File: config.mk
export PLATFORM = sky130hd
export DESIGN_NAME = msi_irq_scheduler
export DESIGN_NICKNAME = d
export VERILOG_FILES = /design/src/rtl/msi_irq_scheduler.sv
export SDC_FILE = /design/constraint.sdc
export NUM_CORES = 1
export LEC_CHECK = 0
export CAP_MARGIN = 20
export CORE_ASPECT_RATIO = 0.8
export CORE_UTILIZATION = 46
export DETAILED_ROUTE_END_ITERATION = 6
export PLACE_DENSITY = 0.78
export SYNTH_ARGS = -nofsm -noshare
export SYNTH_HDL_FRONTEND = slang
export SYNTH_SLANG_ARGS = --single-unit
File: constraint.sdc
create_clock -name clk -period 2.2 [get_ports clk]
set_clock_uncertainty 0.15 [all_clocks]
set_input_delay 0.44 -clock clk [delete_from_list [all_inputs] [get_ports clk]]
set_output_delay 0.44 -clock clk [all_outputs]
set_load 0.02 [all_outputs]
File: src/rtl/msi_irq_scheduler.sv
// Round-robin MSI scheduler: latches interrupt requests as pending flags and
// issues them one at a time to the PCIe core, with retry backoff and timeout.
`timescale 1ns/1ps
module msi_irq_scheduler #(
    parameter int NUM_VEC     = 8,
    parameter int RETRY_DELAY = 16,
    parameter int TIMEOUT     = 1024
) (
    input  logic               clk,
    input  logic               rst_n,
    input  logic [NUM_VEC-1:0] irq_req,
    output logic [NUM_VEC-1:0] irq_pending,
    input  logic [3:0]         cfg_interrupt_msi_enable,
    input  logic [11:0]        cfg_interrupt_msi_mmenable,
    output logic [31:0]        cfg_interrupt_msi_int,
    input  logic               cfg_interrupt_msi_sent,
    input  logic               cfg_interrupt_msi_fail,
    output logic [15:0]        irq_sent_count,
    output logic               irq_timeout
);

    localparam int CNT_MAX = (TIMEOUT > RETRY_DELAY) ? TIMEOUT : RETRY_DELAY;
    localparam int CW      = $clog2(CNT_MAX + 1);

    typedef enum logic [1:0] {
        IDLE    = 2'd0,
        WAIT    = 2'd1,
        BACKOFF = 2'd2
    } state_t;

    state_t             state_q, state_d;
    logic [1:0]         rst_sync_q;
    logic [NUM_VEC-1:0] pending_q, pending_d;
    logic [NUM_VEC-1:0] clr_mask;
    logic [4:0]         vec_q, vec_d;
    logic [4:0]         last_q, last_d;
    logic [CW-1:0]      cnt_q, cnt_d;
    logic [31:0]        msi_q, msi_d;
    logic [15:0]        count_q, count_d;
    logic               timeout_pulse;
    logic               run;

    logic               hi_found, lo_found, grant_valid;
    logic [4:0]         hi_idx, lo_idx, grant, fold_mask, fold_vec;
    logic               unused_cfg;

    assign unused_cfg = ^{cfg_interrupt_msi_enable[3:1], cfg_interrupt_msi_mmenable[11:3]};
    assign run = rst_sync_q[1];

    // Reset release ripples through two flops before the scheduler may act.
    always_ff @(posedge clk or negedge rst_n) begin
        if (!rst_n) rst_sync_q <= 2'b00;
        else        rst_sync_q <= {rst_sync_q[0], 1'b1};
    end

    // Round robin: lowest pending index above last_q wins, else lowest overall.
    always_comb begin
        hi_found = 1'b0;
        lo_found = 1'b0;
        hi_idx   = '0;
        lo_idx   = '0;
        for (int i = NUM_VEC - 1; i >= 0; i--) begin
            if (pending_q[i]) begin
                if (5'(i) > last_q) begin
                    hi_found = 1'b1;
                    hi_idx   = 5'(i);
                end else begin
                    lo_found = 1'b1;
                    lo_idx   = 5'(i);
                end
            end
        end
        grant_valid = hi_found | lo_found;
        grant       = hi_found ? hi_idx : lo_idx;
        for (int b = 0; b < 5; b++) begin
            fold_mask[b] = (cfg_interrupt_msi_mmenable[2:0] > 3'(b));
        end
        fold_vec = grant & fold_mask;
    end

    // Handshake: cfg_interrupt_msi_int is a single-cycle one-hot request; the
    // core answers with exactly one of sent/fail (fail dominates), any time later.
    always_comb begin
        state_d       = state_q;
        vec_d         = vec_q;
        last_d        = last_q;
        cnt_d         = cnt_q;
        count_d       = count_q;
        msi_d         = '0;
        timeout_pulse = 1'b0;
        clr_mask      = '0;
        if (run) begin
            case (state_q)
                IDLE: begin
                    if (cfg_interrupt_msi_enable[0] && grant_valid) begin
                        state_d = WAIT;
                        vec_d   = grant;
                        cnt_d   = CW'(1);
                        msi_d   = 32'd1 << fold_vec;
                    end
                end
                WAIT: begin
                    if (cfg_interrupt_msi_fail) begin
                        last_d  = vec_q;
                        state_d = BACKOFF;
                        cnt_d   = CW'(RETRY_DELAY);
                    end else if (cfg_interrupt_msi_sent) begin
                        for (int i = 0; i < NUM_VEC; i++) begin
                            clr_mask[i] = (vec_q == 5'(i));
                        end
                        if (count_q != 16'hFFFF) count_d = count_q + 16'd1;
                        last_d  = vec_q;
                        state_d = IDLE;
                        cnt_d   = '0;
                    end else if (cnt_q == CW'(TIMEOUT)) begin
                        timeout_pulse = 1'b1;
                        last_d        = vec_q;
                        state_d       = IDLE;
                        cnt_d         = '0;
                    end else begin
                        cnt_d = cnt_q + CW'(1);
                    end
                end
                BACKOFF: begin
                    if (cnt_q == '0) state_d = IDLE;
                    else             cnt_d   = cnt_q - CW'(1);
                end
                default: state_d = IDLE;
            endcase
        end
        // A new request in the same cycle as the clear keeps the bit set.
        pending_d = run ? ((pending_q & ~clr_mask) | irq_req) : pending_q;
    end

    always_ff @(posedge clk or negedge rst_n) begin
        if (!rst_n) begin
            state_q   <= IDLE;
            pending_q <= '0;
            vec_q     <= '0;
            last_q    <= 5'(NUM_VEC - 1);
            cnt_q     <= '0;
            msi_q     <= '0;
            count_q   <= '0;
        end else begin
            state_q   <= state_d;
            pending_q <= pending_d;
            vec_q     <= vec_d;
            last_q    <= last_d;
            cnt_q     <= cnt_d;
            msi_q     <= msi_d;
            count_q   <= count_d;
        end
    end

    assign irq_pending           = pending_q;
    assign cfg_interrupt_msi_int = msi_q;
    assign irq_sent_count        = count_q;
    assign irq_timeout           = timeout_pulse;

endmodule

==> results.toml <==
[run_status]
status = "complete, but fails checks"
violations = "setup timing"

[worst_setup_path]
crit_arrival_ns = 2.40
cp-end-kind = "flip-flop"
crit_fanout = 7
critPathRequiredTime_ns = 2.25
startpoint_type = "flip-flop"
critPathKind = "reg -> reg"

[place]
hpwlAfterDp_um = 7120
dp_cells = 585
gp_congestion = 0.975
io_buffers = 48

[sta]
report.final.slew_viol_count = 0
timing.final.ws_setup_ns = -0.152
period_minus_slack_ns = 2.35
hold_violations = 0
worst_pin_slew_ns = 0.590
setup_viol = 24
rsz0062_at_grt = "true"
maxSlewHeadroom = 0.604
max_freq_mhz = 425
post-route-period-util = 1.07

[clocking]
clock-sinks = 53
cts_tree = "built"
cts_buffers = 5
clockBufferDepth = 2
h-tree-depth = 2
clk_latency_ns = 0.32
path_clk_slew_ns = 0.11
clockRootBuffer = "clkbuf_8"

[power_and_ir_drop]
ir_drop_uv = 576
total_power_mw = 5.28
powerDensity_nw_per_um2 = 1080
p_leak_nw = 2.14

[global_route]
grt_first_pass_wirelength_um = 16300
antenna_found_initial = 0
grt_pass1_vias = 3305
grt_start_max_net_pins = 35
grt_usage = 0.258
grt_overflow = 0

[synthesis]
syn-cell-area_um2 = 3560
yosysSeqAreaShare = 0.374
synth_area_leaders = "dfrtp_1 (35%), buf_4 (5.7%), nand2_1 (4.0%)"
synth_common_cells = "dfrtp_1 (50), nand2_1 (38), buf_4 (27), nor2_1 (25), nor3_1 (18)"
yosysWarningCount = 0
syn_area_per_cell_um2 = 9.27
synth_top_cell_by_area = "dfrtp_1"
synth_flop_cell = "dfrtp_1"
ys_ff_latch = 53
synth_most_common_cell = "dfrtp_1"
synth_cell_types = 70
async_reset_ff_frac = 1.00
synth.top_cell.area_share = 0.351
synth_cells = 384
synth-edff-count = 0

[routing]
drt_wl_total_um = 9660
ant_nets = 0
first_pass_iters = 7
routed_via_density = 5.54
drcViolationCount = 0
drt_iter0_drc = 204
drt-wirelength-per-cell_um = 16.0
vias = 3342

[floorplanning]
fp-row-count = 28
io_pins = 85
die_w_um = 100
die_area_um2 = 8100
die_h_um = 80.7
start_util = 0.479
core_area_um2 = 7430

[job]
drv_cap = 0

[cells_and_area]
area_growth_pct = 37.8
fin_nets = 534
layout-drive-gt1-share = 0.313
stdcell_count = 603
fill_cells = 610
num_antenna_cells = 0

[hold_path]
hold_path_class = "reg -> reg"
## worst paths after layout
| kind | endpoint | slack [ns] | depth (start not counted) | start |
|---|---|---|---|---|
| hold reg to reg | rst_sync_q[1]$_DFF_PN0_ | 0.20 | 0 | rst_sync_q[0]$_DFF_PN0_ |
| min in group asynchronous | cnt_q[4]$_DFFE_PN0P_ | 0.38 | 2 | rst_n |
| setup reg to reg | cnt_q[0]$_DFFE_PN0P_ | -0.15 | 6 | last_q[2]$_DFFE_PN1P_ |
| max in group asynchronous | last_q[2]$_DFFE_PN1P_ | 0.99 | 3 | rst_n |
| hold / removal | rst_sync_q[1]$_DFF_PN0_ | 0.20 | 0 | rst_sync_q[0]$_DFF_PN0_ |
| setup / recovery | cnt_q[0]$_DFFE_PN0P_ | -0.15 | 6 | last_q[2]$_DFFE_PN1P_ |
## layout by cell type, fill, tap and decap left out, drive strengths merged, types with 4 or more instances in the layout
master	n
buf	79
dfrtp	50
clkdlybuf4s50	46
nand2	38
conb	25
nor2	25
inv	19
nor3	19
a21oi	17
nand3	13
a22o	9
xor2	9
xnor2	9
o21ai	9
ha	9
nand4	8
mux2	8
o22ai	7
nor4	7
clkbuf	5
a31oi	5
and2	5
o22a	4
a211oi	4
and3	4
## layer usage
| layer | vias up | global-route usage | share of wire |
|---|---|---|---|
| met5 | - | 0 | 0 |
| met4 | 0 | 0.0594 | 0.013 |
| met3 | 17 | 0.0392 | 0.058 |
| met2 | 136 | 0.428 | 0.48 |
| met1 | 1614 | 0.356 | 0.45 |
| li1 | 1575 | - | - |
## sequential cells by signal, summed over array words and instances (netlist names)
signal and cells:
rst_sync_q 2, irq_pending 8, cfg_interrupt_msi_int 8, state_q 2, cnt_q 11, vec_q 3
irq_sent_count 16, last_q 3
## per-stage QoR
| step | TNS [ns] | hold WS [ns] | utilization | setup slack (ns) | instance area [um2] |
|---|---|---|---|---|---|
| final | -2.41 | 0.199 | 0.660 | -0.152 | 4900 |
| after detailed placement | -6.42 | 0.186 | 0.606 | -0.318 | 4500 |
| after global routing | -3.94 | 0.216 | 0.660 | -0.203 | 4900 |
| after floorplan | -0.351 | -0.00559 | - | -0.0656 | 3680 |
| after global placement | -5.12 | 0.183 | 0.606 | -0.289 | 4500 |
| after CTS | -1.88 | 0.200 | 0.647 | -0.148 | 4810 |
## report_power, final
| group | total (mW) | internal [mW] | switching [mW] |
|---|---|---|---|
| clock network | 0.610 | 0.239 | 0.371 |
| registers | 1.42 | 1.18 | 0.243 |
| logic | 3.25 | 1.58 | 1.67 |
| total | 5.28 | 3.00 | 2.28 |
## area by class of cell
class | count | area, um2 | share of cell area
inverters | 17 | 63.8 | 0.0130
clock inverters | 3 | 28.8 | 0.00587
multi-input cells | 294 | 2190 | 0.446
well taps | 105 | 131 | 0.0268
clock buffers | 5 | 68.8 | 0.0140
flip-flops and latches | 53 | 1340 | 0.272
repair buffers | 126 | 1090 | 0.222
## timing repair
| action | in CTS | in global routing |
|---|---|---|
| hold buffers | 1 | 0 |
| buffers inserted | 7 | 2 |
| endpoints found under the hold margin | 8 | 0 |
| pin swaps | 13 | 4 |
| setup endpoints to repair | 26 | 30 |
| resized for setup | 30 | 24 |
## cell families after synthesis
logic type	after synthesis	synth area share
AO/OA/AOI/OAI	90	0.195
multiplexers	10	0.0341
flip-flops	53	0.374
other	2	0.00211
buffers and inverters	60	0.101
XOR/XNOR	18	0.0443
adder cells (fa/ha/maj)	10	0.0344
AND/OR/NAND/NOR	141	0.215
## critical path: stages (launching register included)
cell,delay [ns]
dfstp_2,0.65
o21bai_4,0.16
nand4_1,0.14
or3_4,0.42
o21ai_4,0.27
a21oi_4,0.14
mux2_4,0.32
Note: power is estimated with default switching activity, not from simulation.
